==> config.mk <==
export PLATFORM = sky130hd
export DESIGN_NAME = hand_evaluator
export DESIGN_NICKNAME = d
export VERILOG_FILES = /design/src/rtl/hand_pkg.sv /design/src/rtl/hand_score.sv /design/src/rtl/hand_evaluator.sv
export SDC_FILE = /design/constraint.sdc
export NUM_CORES = 1
export LEC_CHECK = 0
export ABC_CLOCK_PERIOD_IN_PS = 3290
export CORE_MARGIN = 4
export CORE_UTILIZATION = 49
export CTS_CLUSTER_SIZE = 20
export DETAILED_ROUTE_END_ITERATION = 10
export GPL_ROUTABILITY_DRIVEN = 0
export GPL_TIMING_DRIVEN = 0
export HOLD_SLACK_MARGIN = 0.15
export PLACE_DENSITY_LB_ADDON = 0.2
export SLEW_MARGIN = 20
export SYNTH_ARGS = -nofsm -noshare
export SYNTH_HDL_FRONTEND = slang
export SYNTH_HIERARCHICAL = 1
export SYNTH_SLANG_ARGS = --single-unit
export TNS_END_PERCENT = 100
==> constraint.sdc <==
create_clock -name clk -period 3.29 [get_ports clk]
set_input_delay 0.658 -clock clk [delete_from_list [all_inputs] [get_ports clk]]
set_output_delay 0.658 -clock clk [all_outputs]
set_load 0.02 [all_outputs]
==> src/rtl/hand_pkg.sv <==
// hand_pkg: state and result encodings shared by the hand evaluator.
package hand_pkg;
    typedef enum logic [2:0] {
        IDLE  = 3'd0,
        DRAW  = 3'd1,
        CLEAR = 3'd2,
        OVER  = 3'd3,
        SHORT = 3'd4
    } state_t;

    typedef enum logic [1:0] {
        RES_NONE  = 2'b00,
        RES_SHORT = 2'b01,
        RES_CLEAR = 2'b10,
        RES_OVER  = 2'b11
    } result_t;
endpackage

==> src/rtl/hand_score.sv <==
// hand_score: combinational scorer (hard sum plus optional soft ace, enabled by SOFT_ACE_EN).
module hand_score
    import hand_pkg::*;
#(
    parameter int SUM_W  = 7,
    parameter int TARGET = 18
) (
    input  logic [SUM_W-1:0] hard,
    input  logic             ace,
    output logic [SUM_W-1:0] score
);
`ifdef SOFT_ACE_EN
    logic [SUM_W-1:0] soft;
    assign soft  = hard + SUM_W'(10);
    assign score = (ace && soft <= SUM_W'(TARGET)) ? soft : hard;
`else
    logic unused_ace;
    assign unused_ace = ace;
    assign score      = hard;
`endif
endmodule

==> src/rtl/hand_evaluator.sv <==
// hand_evaluator: card-by-card hand scorer classifying CLEAR/OVER/SHORT against TARGET.
// Optional soft-ace scoring is enabled by defining SOFT_ACE_EN.
module hand_evaluator
    import hand_pkg::*;
#(
    parameter int CARD_W    = 4,
    parameter int MAX_CARDS = 4,
    parameter int TARGET    = 18,
    parameter int SUM_W     = 7
) (
    input  logic                           clk,
    input  logic                           rst,
    input  logic                           start,
    input  logic                           card_valid,
    input  logic [CARD_W-1:0]              card_value,
    input  logic                           stand,
    output logic                           card_ready,
    output logic [2:0]                     cstate,
    output logic [SUM_W-1:0]               sum,
    output logic [$clog2(MAX_CARDS+1)-1:0] card_count,
    output logic                           done,
    output logic [1:0]                     result
);
    localparam int CNT_W = $clog2(MAX_CARDS+1);

    if ((2 ** SUM_W) <= TARGET + (2 ** CARD_W) + 10) begin : g_sum_w_check
        $error("SUM_W too narrow for TARGET and CARD_W");
    end

    state_t           st, st_nxt;
    result_t          res, res_nxt;
    logic [SUM_W-1:0] hard, hard_nxt, s_nxt;
    logic [CNT_W-1:0] count_nxt;
    logic             accept, ace_nxt;

    assign card_ready = (st == DRAW) && (card_count < CNT_W'(MAX_CARDS));
    assign accept     = !start && card_ready && card_valid && (card_value != '0);
    assign hard_nxt   = start ? '0 : accept ? hard + SUM_W'(card_value) : hard;
    assign count_nxt  = start ? '0 : accept ? card_count + CNT_W'(1) : card_count;
    assign cstate     = st;
    assign result     = res;

`ifdef SOFT_ACE_EN
    logic ace;
    assign ace_nxt = start ? 1'b0 : accept ? (ace || card_value == CARD_W'(1)) : ace;
    always_ff @(posedge clk or negedge rst)
        if (!rst) ace <= 1'b0;
        else ace <= ace_nxt;
`else
    assign ace_nxt = 1'b0;
`endif

    hand_score #(.SUM_W(SUM_W), .TARGET(TARGET)) u_score (
        .hard  (hard_nxt),
        .ace   (ace_nxt),
        .score (s_nxt)
    );

    always_comb begin
        st_nxt  = st;
        res_nxt = res;
        if (start) begin
            st_nxt  = DRAW;
            res_nxt = RES_NONE;
        end else begin
            case (st)
                IDLE: st_nxt = IDLE;
                DRAW: begin
                    if (accept && s_nxt == SUM_W'(TARGET)) begin
                        st_nxt  = CLEAR;
                        res_nxt = RES_CLEAR;
                    end else if (accept && s_nxt > SUM_W'(TARGET)) begin
                        st_nxt  = OVER;
                        res_nxt = RES_OVER;
                    end else if (stand || (accept && count_nxt == CNT_W'(MAX_CARDS))) begin
                        st_nxt  = SHORT;
                        res_nxt = RES_SHORT;
                    end
                end
                CLEAR, OVER, SHORT: st_nxt = IDLE;
                default: st_nxt = IDLE;
            endcase
        end
    end

    always_ff @(posedge clk or negedge rst) begin
        if (!rst) begin
            st         <= IDLE;
            res        <= RES_NONE;
            hard       <= '0;
            sum        <= '0;
            card_count <= '0;
            done       <= 1'b0;
        end else begin
            st         <= st_nxt;
            res        <= res_nxt;
            hard       <= hard_nxt;
            sum        <= s_nxt;
            card_count <= count_nxt;
            done       <= st_nxt inside {CLEAR, OVER, SHORT};
        end
    end
endmodule

# [Word-level counts from Yosys, hierarchy flattened]
# Cells that the tools add are included.
[word_totals] regBits=16
[op_classes] n_eq_ne=6 n_lt_le_gt_ge=2 muxes=14 add_sub_neg=2 n_reduce_logical=14
[ops] operator="3-bit two-way mux" n=7
[ops] operator="7-bit two-way mux" n=2
[ops] operator="2-bit two-way mux" n=5
[ops] operator="4-bit nonzero test" n=2
[ops] operator="7-bit by 4-bit adder with 7-bit output" n=1
[ops] operator="7-bit by 5-bit equality test with 1-bit output (second input constant)" n=1
[ops] operator="7-bit by 5-bit greater-than comparator with 1-bit output (second input constant)" n=1
[ops] operator="1-bit logical AND" n=7
[ops] operator="3-bit by 2-bit equality test with 1-bit output (second input constant)" n=2
[ops] operator="3-bit equality test (second input constant)" n=2
[ops] operator="3-bit by 1-bit adder with 3-bit output (second input constant)" n=1
[ops] operator="3-bit by 1-bit equality test with 1-bit output (second input constant)" n=1
[ops] operator="3-bit less-than comparator (second input constant)" n=1
[ops] operator="3-bit nonzero test" n=1
[ops] operator="2-bit AND reduction" n=1
[ops] operator="2-bit nonzero test" n=1
[ops] operator="1-bit zero test" n=1
[ops] operator="1-bit logical OR" n=1

# [Longest topological paths before layout]
[depth] depth_word=17 mapped_depth=14 depth_no_buf=13

# [Modules after synthesis]
# The synthesis kept the hierarchy.
[by_module_without_submodules] module="hand_evaluator" n_inst=1 seq_area_each_um2=575.6 area_each_um2=1077.3 cells_per_inst=93
[by_module_without_submodules] module="hand_score" n_inst=1 seq_area_each_um2=0.0 area_each_um2=52.6 cells_per_inst=7

# [Worst setup path after synthesis]
# Ideal clock, no wire load.
[synth_path] path_type="in2reg" start="input start" end="register st[0], in the netlist cstate[0]" cell_stages=11 setup_slack_ns=0.351 arrival_time_ns=2.815 setup_time_ns=0.124 n_path_buf=3 path_cell_list="clkbuf_1 > nor4_4 > buf_4 > mux2i_1 > nor2_1 > buf_4 > o31a_1 > o31ai_1 > inv_1 > a32oi_1 > o21bai_1"
[synth_between] elab_cells_between_ends=20
[synth_lines] item="from (decl)" line_no="hand_evaluator.sv:13" text="input logic start,"
[synth_lines] item="1-bit zero test" line_no="hand_evaluator.sv:37" text="assign accept = !start && card_ready && card_valid && (card_value != '0);"
[synth_lines] item="1-bit logical AND (3 in series)" line_no="hand_evaluator.sv:37"
[synth_lines] item="7-bit two-way mux" line_no="hand_evaluator.sv:38" text="assign hard_nxt = start ? '0 : accept ? hard + SUM_W'(card_value) : hard;"
[synth_lines] item="7-bit two-way mux *" line_no="hand_evaluator.sv:38"
[synth_lines] item="net hard_nxt[3]" line_no="hand_evaluator.sv:32" text="logic [SUM_W-1:0] hard, hard_nxt, s_nxt;"
[synth_lines] item="7-bit by 5-bit greater-than comparator with 1-bit output" line_no="hand_evaluator.sv:72" text="end else if (accept && s_nxt > SUM_W'(TARGET)) begin"
[synth_lines] item="1-bit logical AND" line_no="hand_evaluator.sv:72"
[synth_lines] item="3-bit two-way mux" line_no="hand_evaluator.sv:72"
[synth_lines] item="3-bit two-way mux *" line_no="hand_evaluator.sv:69" text="if (accept && s_nxt == SUM_W'(TARGET)) begin"
[synth_lines] item="3-bit two-way mux *" line_no="hand_evaluator.sv:66" text="case (st)"
[synth_lines] item="3-bit two-way mux *" line_no="hand_evaluator.sv:62" text="if (start) begin"
[synth_lines] item="net st_nxt[0]" line_no="hand_evaluator.sv:30" text="state_t st, st_nxt;"
[synth_lines] item="to (signal assigned)" line_no="hand_evaluator.sv:95" text="st <= st_nxt;"
[synth_lines] item="to (decl)" line_no="hand_evaluator.sv:30"
# Mark *: on every way through the listed nets, which the timed path passes. The rest lies on a longest branch.
# A chain may end at the register's enable or synchronous reset.

# [Worst setup path after layout]
[layout_path] start="input card_value[2]" end="register st[0], in the netlist cstate[0]"
[layout_between] elab_cells_between_ends=19
[layout_lines] item="from (decl)" line_no="hand_evaluator.sv:15" text="input logic [CARD_W-1:0] card_value,"
[layout_lines] item="parallel branches: the longest is 2 deep, another holds 7-bit by 4-bit adder with 7-bit output"
[layout_lines] item="7-bit two-way mux * (2 in series)" line_no="hand_evaluator.sv:38"
[layout_lines] item="net hard_nxt[5]" line_no="hand_evaluator.sv:32"
[layout_lines] item="7-bit by 5-bit greater-than comparator with 1-bit output" line_no="hand_evaluator.sv:72"
[layout_lines] item="1-bit logical AND" line_no="hand_evaluator.sv:72"
[layout_lines] item="3-bit two-way mux" line_no="hand_evaluator.sv:72"
[layout_lines] item="3-bit two-way mux *" line_no="hand_evaluator.sv:69"
[layout_lines] item="3-bit two-way mux *" line_no="hand_evaluator.sv:66"
[layout_lines] item="3-bit two-way mux *" line_no="hand_evaluator.sv:62"
[layout_lines] item="net st_nxt[0]" line_no="hand_evaluator.sv:30"
# Mark *: on every way through the listed nets, which the timed path passes.

==> run_results.csv <==
group,metric,value,unit
final_layout,antennaDiodeCount,0,
power_and_ir_drop,pwr-share-clk,23.8,%
drt,vias,787,
clock_network,cts_tree,"yes",
final_layout,final_cell_count_no_fill,157,
critical_path,cp-start-kind,"input port",
global_routing,grt_pass1_wl,3.408,mm
critical_path,path_max_fanout,3,
final_layout,final_cell_mix,"dfrtp_1, clkdlybuf4s50_1, nor2_1, buf_4, inv_1",
synth,avgSynthCellArea,11.37,µm²
power_and_ir_drop,vdd_drop_max,0.0002141,V
place,numPortBuffers,24,
timing,period_needed,3.106,ns
drt,ant_nets,0,
final_layout,nFillCells,169,
final_layout,multi_input_area,494.2,µm²
drt,wl,2.027,mm
timing,whs,0.5381,ns
floorplanning,rows,17,
critical_path,regToRegSetupSlack,0.28,ns
drt,drt-pass1-iter-count,4,
drt,wl_per_cell,12.91,µm
floorplanning,die_h,55.94,µm
floorplanning,die_w,55.94,µm
synth,syn_area,1126,µm²
clock_network,cts_max_path_buffers,2,
clock_network,clock-sinks,23,
clock_network,clk_pin_slew,0.12,ns
job,cap_violations,0,
place,placed_cells,151,
power_and_ir_drop,leakagePower,0.0006817,µW
critical_path,crit_path_end_kind,"register",
power_and_ir_drop,combPwrFrac,18.4,%
drt,vias_per_cell,5.013,
drt,first_iter_violations,5,
synth,yosys_warnings,6,
global_routing,antenna_found_initial,0,
final_layout,layout-drive-gt1-share,19.38,%
floorplanning,initial_core_util,51.40,%
final_layout,fin_util,67.90,%
timing,max_freq,321.9,MHz
clock_network,hold_buffers,0,
drt,drc,0,
clock_network,htreeDepth,1,
timing,relSlewSlack,34.61,%
floorplanning,coreArea,2191,µm²
timing,setup_violations,0,
global_routing,overflow,0,
global_routing,track_usage,13.69,%
floorplanning,io_pins,26,
timing,rsz0062_at_grt,"no",
floorplanning,die_area,3129,µm²
timing,slew_violations,0,
run_status,status,"completed",
timing,hold_viol,0,
critical_path,required,3.48,ns
final_layout,area_delta_synth_final,32.11,%
critical_path,cp_data_arrival_time,3.30,ns
timing,worst_pin_slew,0.9777,ns
timing,skew,0.004061,ns
synth,synth_cells,99,
clock_network,cts_buffers,3,
global_routing,grt_max_degree,24,
power_and_ir_drop,switchingPower,131.3,µW
power_and_ir_drop,p_seq_share,57.8,%
critical_path,worstSetupPathType,"input port to register",
final_layout,seqCellArea,575.6,µm²
clock_network,cts-root-buf,"clkbuf_4",
power_and_ir_drop,powerDensity,344.6,nW/µm²
place,dp_hpwl,1.556,mm
timing,post-route-period-util,94.42,%
final_layout,layout_commonest_cell,"dfrtp_1",
power_and_ir_drop,power.internal,381.4,µW
clock_network,clock_latency,0.29,ns
synth,synth_nets,114,
power_and_ir_drop,p_sw_share,25.60,%
worst_hold_path,holdCritPathClass,"register to register",
final_layout,final_nets,145,
global_routing,grt_pass1_vias,765,
[worst max-delay path: stages]
cell and delay [ns]:
clkdlybuf4s50_1 0.44, ha_1 0.36, a21oi_2 0.19, nor2b_1 0.07, o211ai_1 0.19, mux2_2 0.37
buf_4 0.15, nor2_1 0.09, nand4_1 0.13, or3_4 0.35, a32oi_1 0.21, o21bai_1 0.08
[repair_timing]
action | in CTS | in global routing
pin swaps | 0 | 3
buffers inserted | 0 | 2
resized for setup | 2 | 8
endpoints found under the setup margin | 3 | 3
[power groups by stage]
stage / Combinational [µW] / Clock, µW / Sequential, µW
final: 94.2 / 122 / 296
after CTS: 91.4 / 126 / 297
after global routing: 103 / 138 / 298
after detailed placement: 90.4 / 0 / 302
after global placement: 88.8 / 0 / 302
after floorplan: 43.6 / 0 / 310
[path summary, 6_finish.rpt]
path | start | to | cells past startpoint
worst max-delay path | card_value[2] | cstate[0]$_DFF_PN0_ | 12
worst min register to register | result[0]$_DFFE_PN0P_ | result[0]$_DFFE_PN0P_ | 2
min in group asynchronous | rst | cstate[2]$_DFF_PN0_ | 1
max in group asynchronous | rst | hard[6]$_DFF_PN0_ | 1
worst min-delay path | result[0]$_DFFE_PN0P_ | result[0]$_DFFE_PN0P_ | 2
worst max register to register | cstate[2]$_DFF_PN0_ | cstate[0]$_DFF_PN0_ | 12
[sequential cells by signal (all words and copies together) (netlist names)]
signal and cells:
card_count 3, sum 7, hard 7, cstate 3
result 2, done 1
[stage by stage]
| stage | worst slack [ns] | power [µW] | setup TNS, ns | instance area, µm² |
|---|---|---|---|---|
| floorplan | 0.3509 | 353.6 | 0 | 1126 |
| global placement | -0.4785 | 390.5 | -2.044 | 1401 |
| detailed placement | -0.5401 | 392.6 | -2.328 | 1401 |
| CTS | 0.008688 | 514.4 | 0 | 1440 |
| global route | 0.05089 | 538.8 | 0 | 1488 |
| finish | 0.1837 | 512.7 | 0 | 1488 |
[layout make-up]
class / instances / share of cell area, %
Multi-Input combinational cell: 59 / 33.22
Clock inverter: 1 / 0.3364
Inverter: 6 / 1.514
Timing Repair Buffer: 26 / 17.49
Buffer: 11 / 4.878
Sequential cell: 23 / 38.69
Clock buffer: 3 / 1.514
Tap cell: 28 / 2.355
[metal layers]
layer / wire length [µm] / track usage (%) / up-vias
met5: 0 / 0 / -
met4: 15 / 4.068 / 0
met3: 103 / 2.552 / 2
met2: 954 / 22.64 / 13
met1: 953 / 18.33 / 375
li1: - / - / 397
No activity file was read; power rests on OpenSTA's default activity.
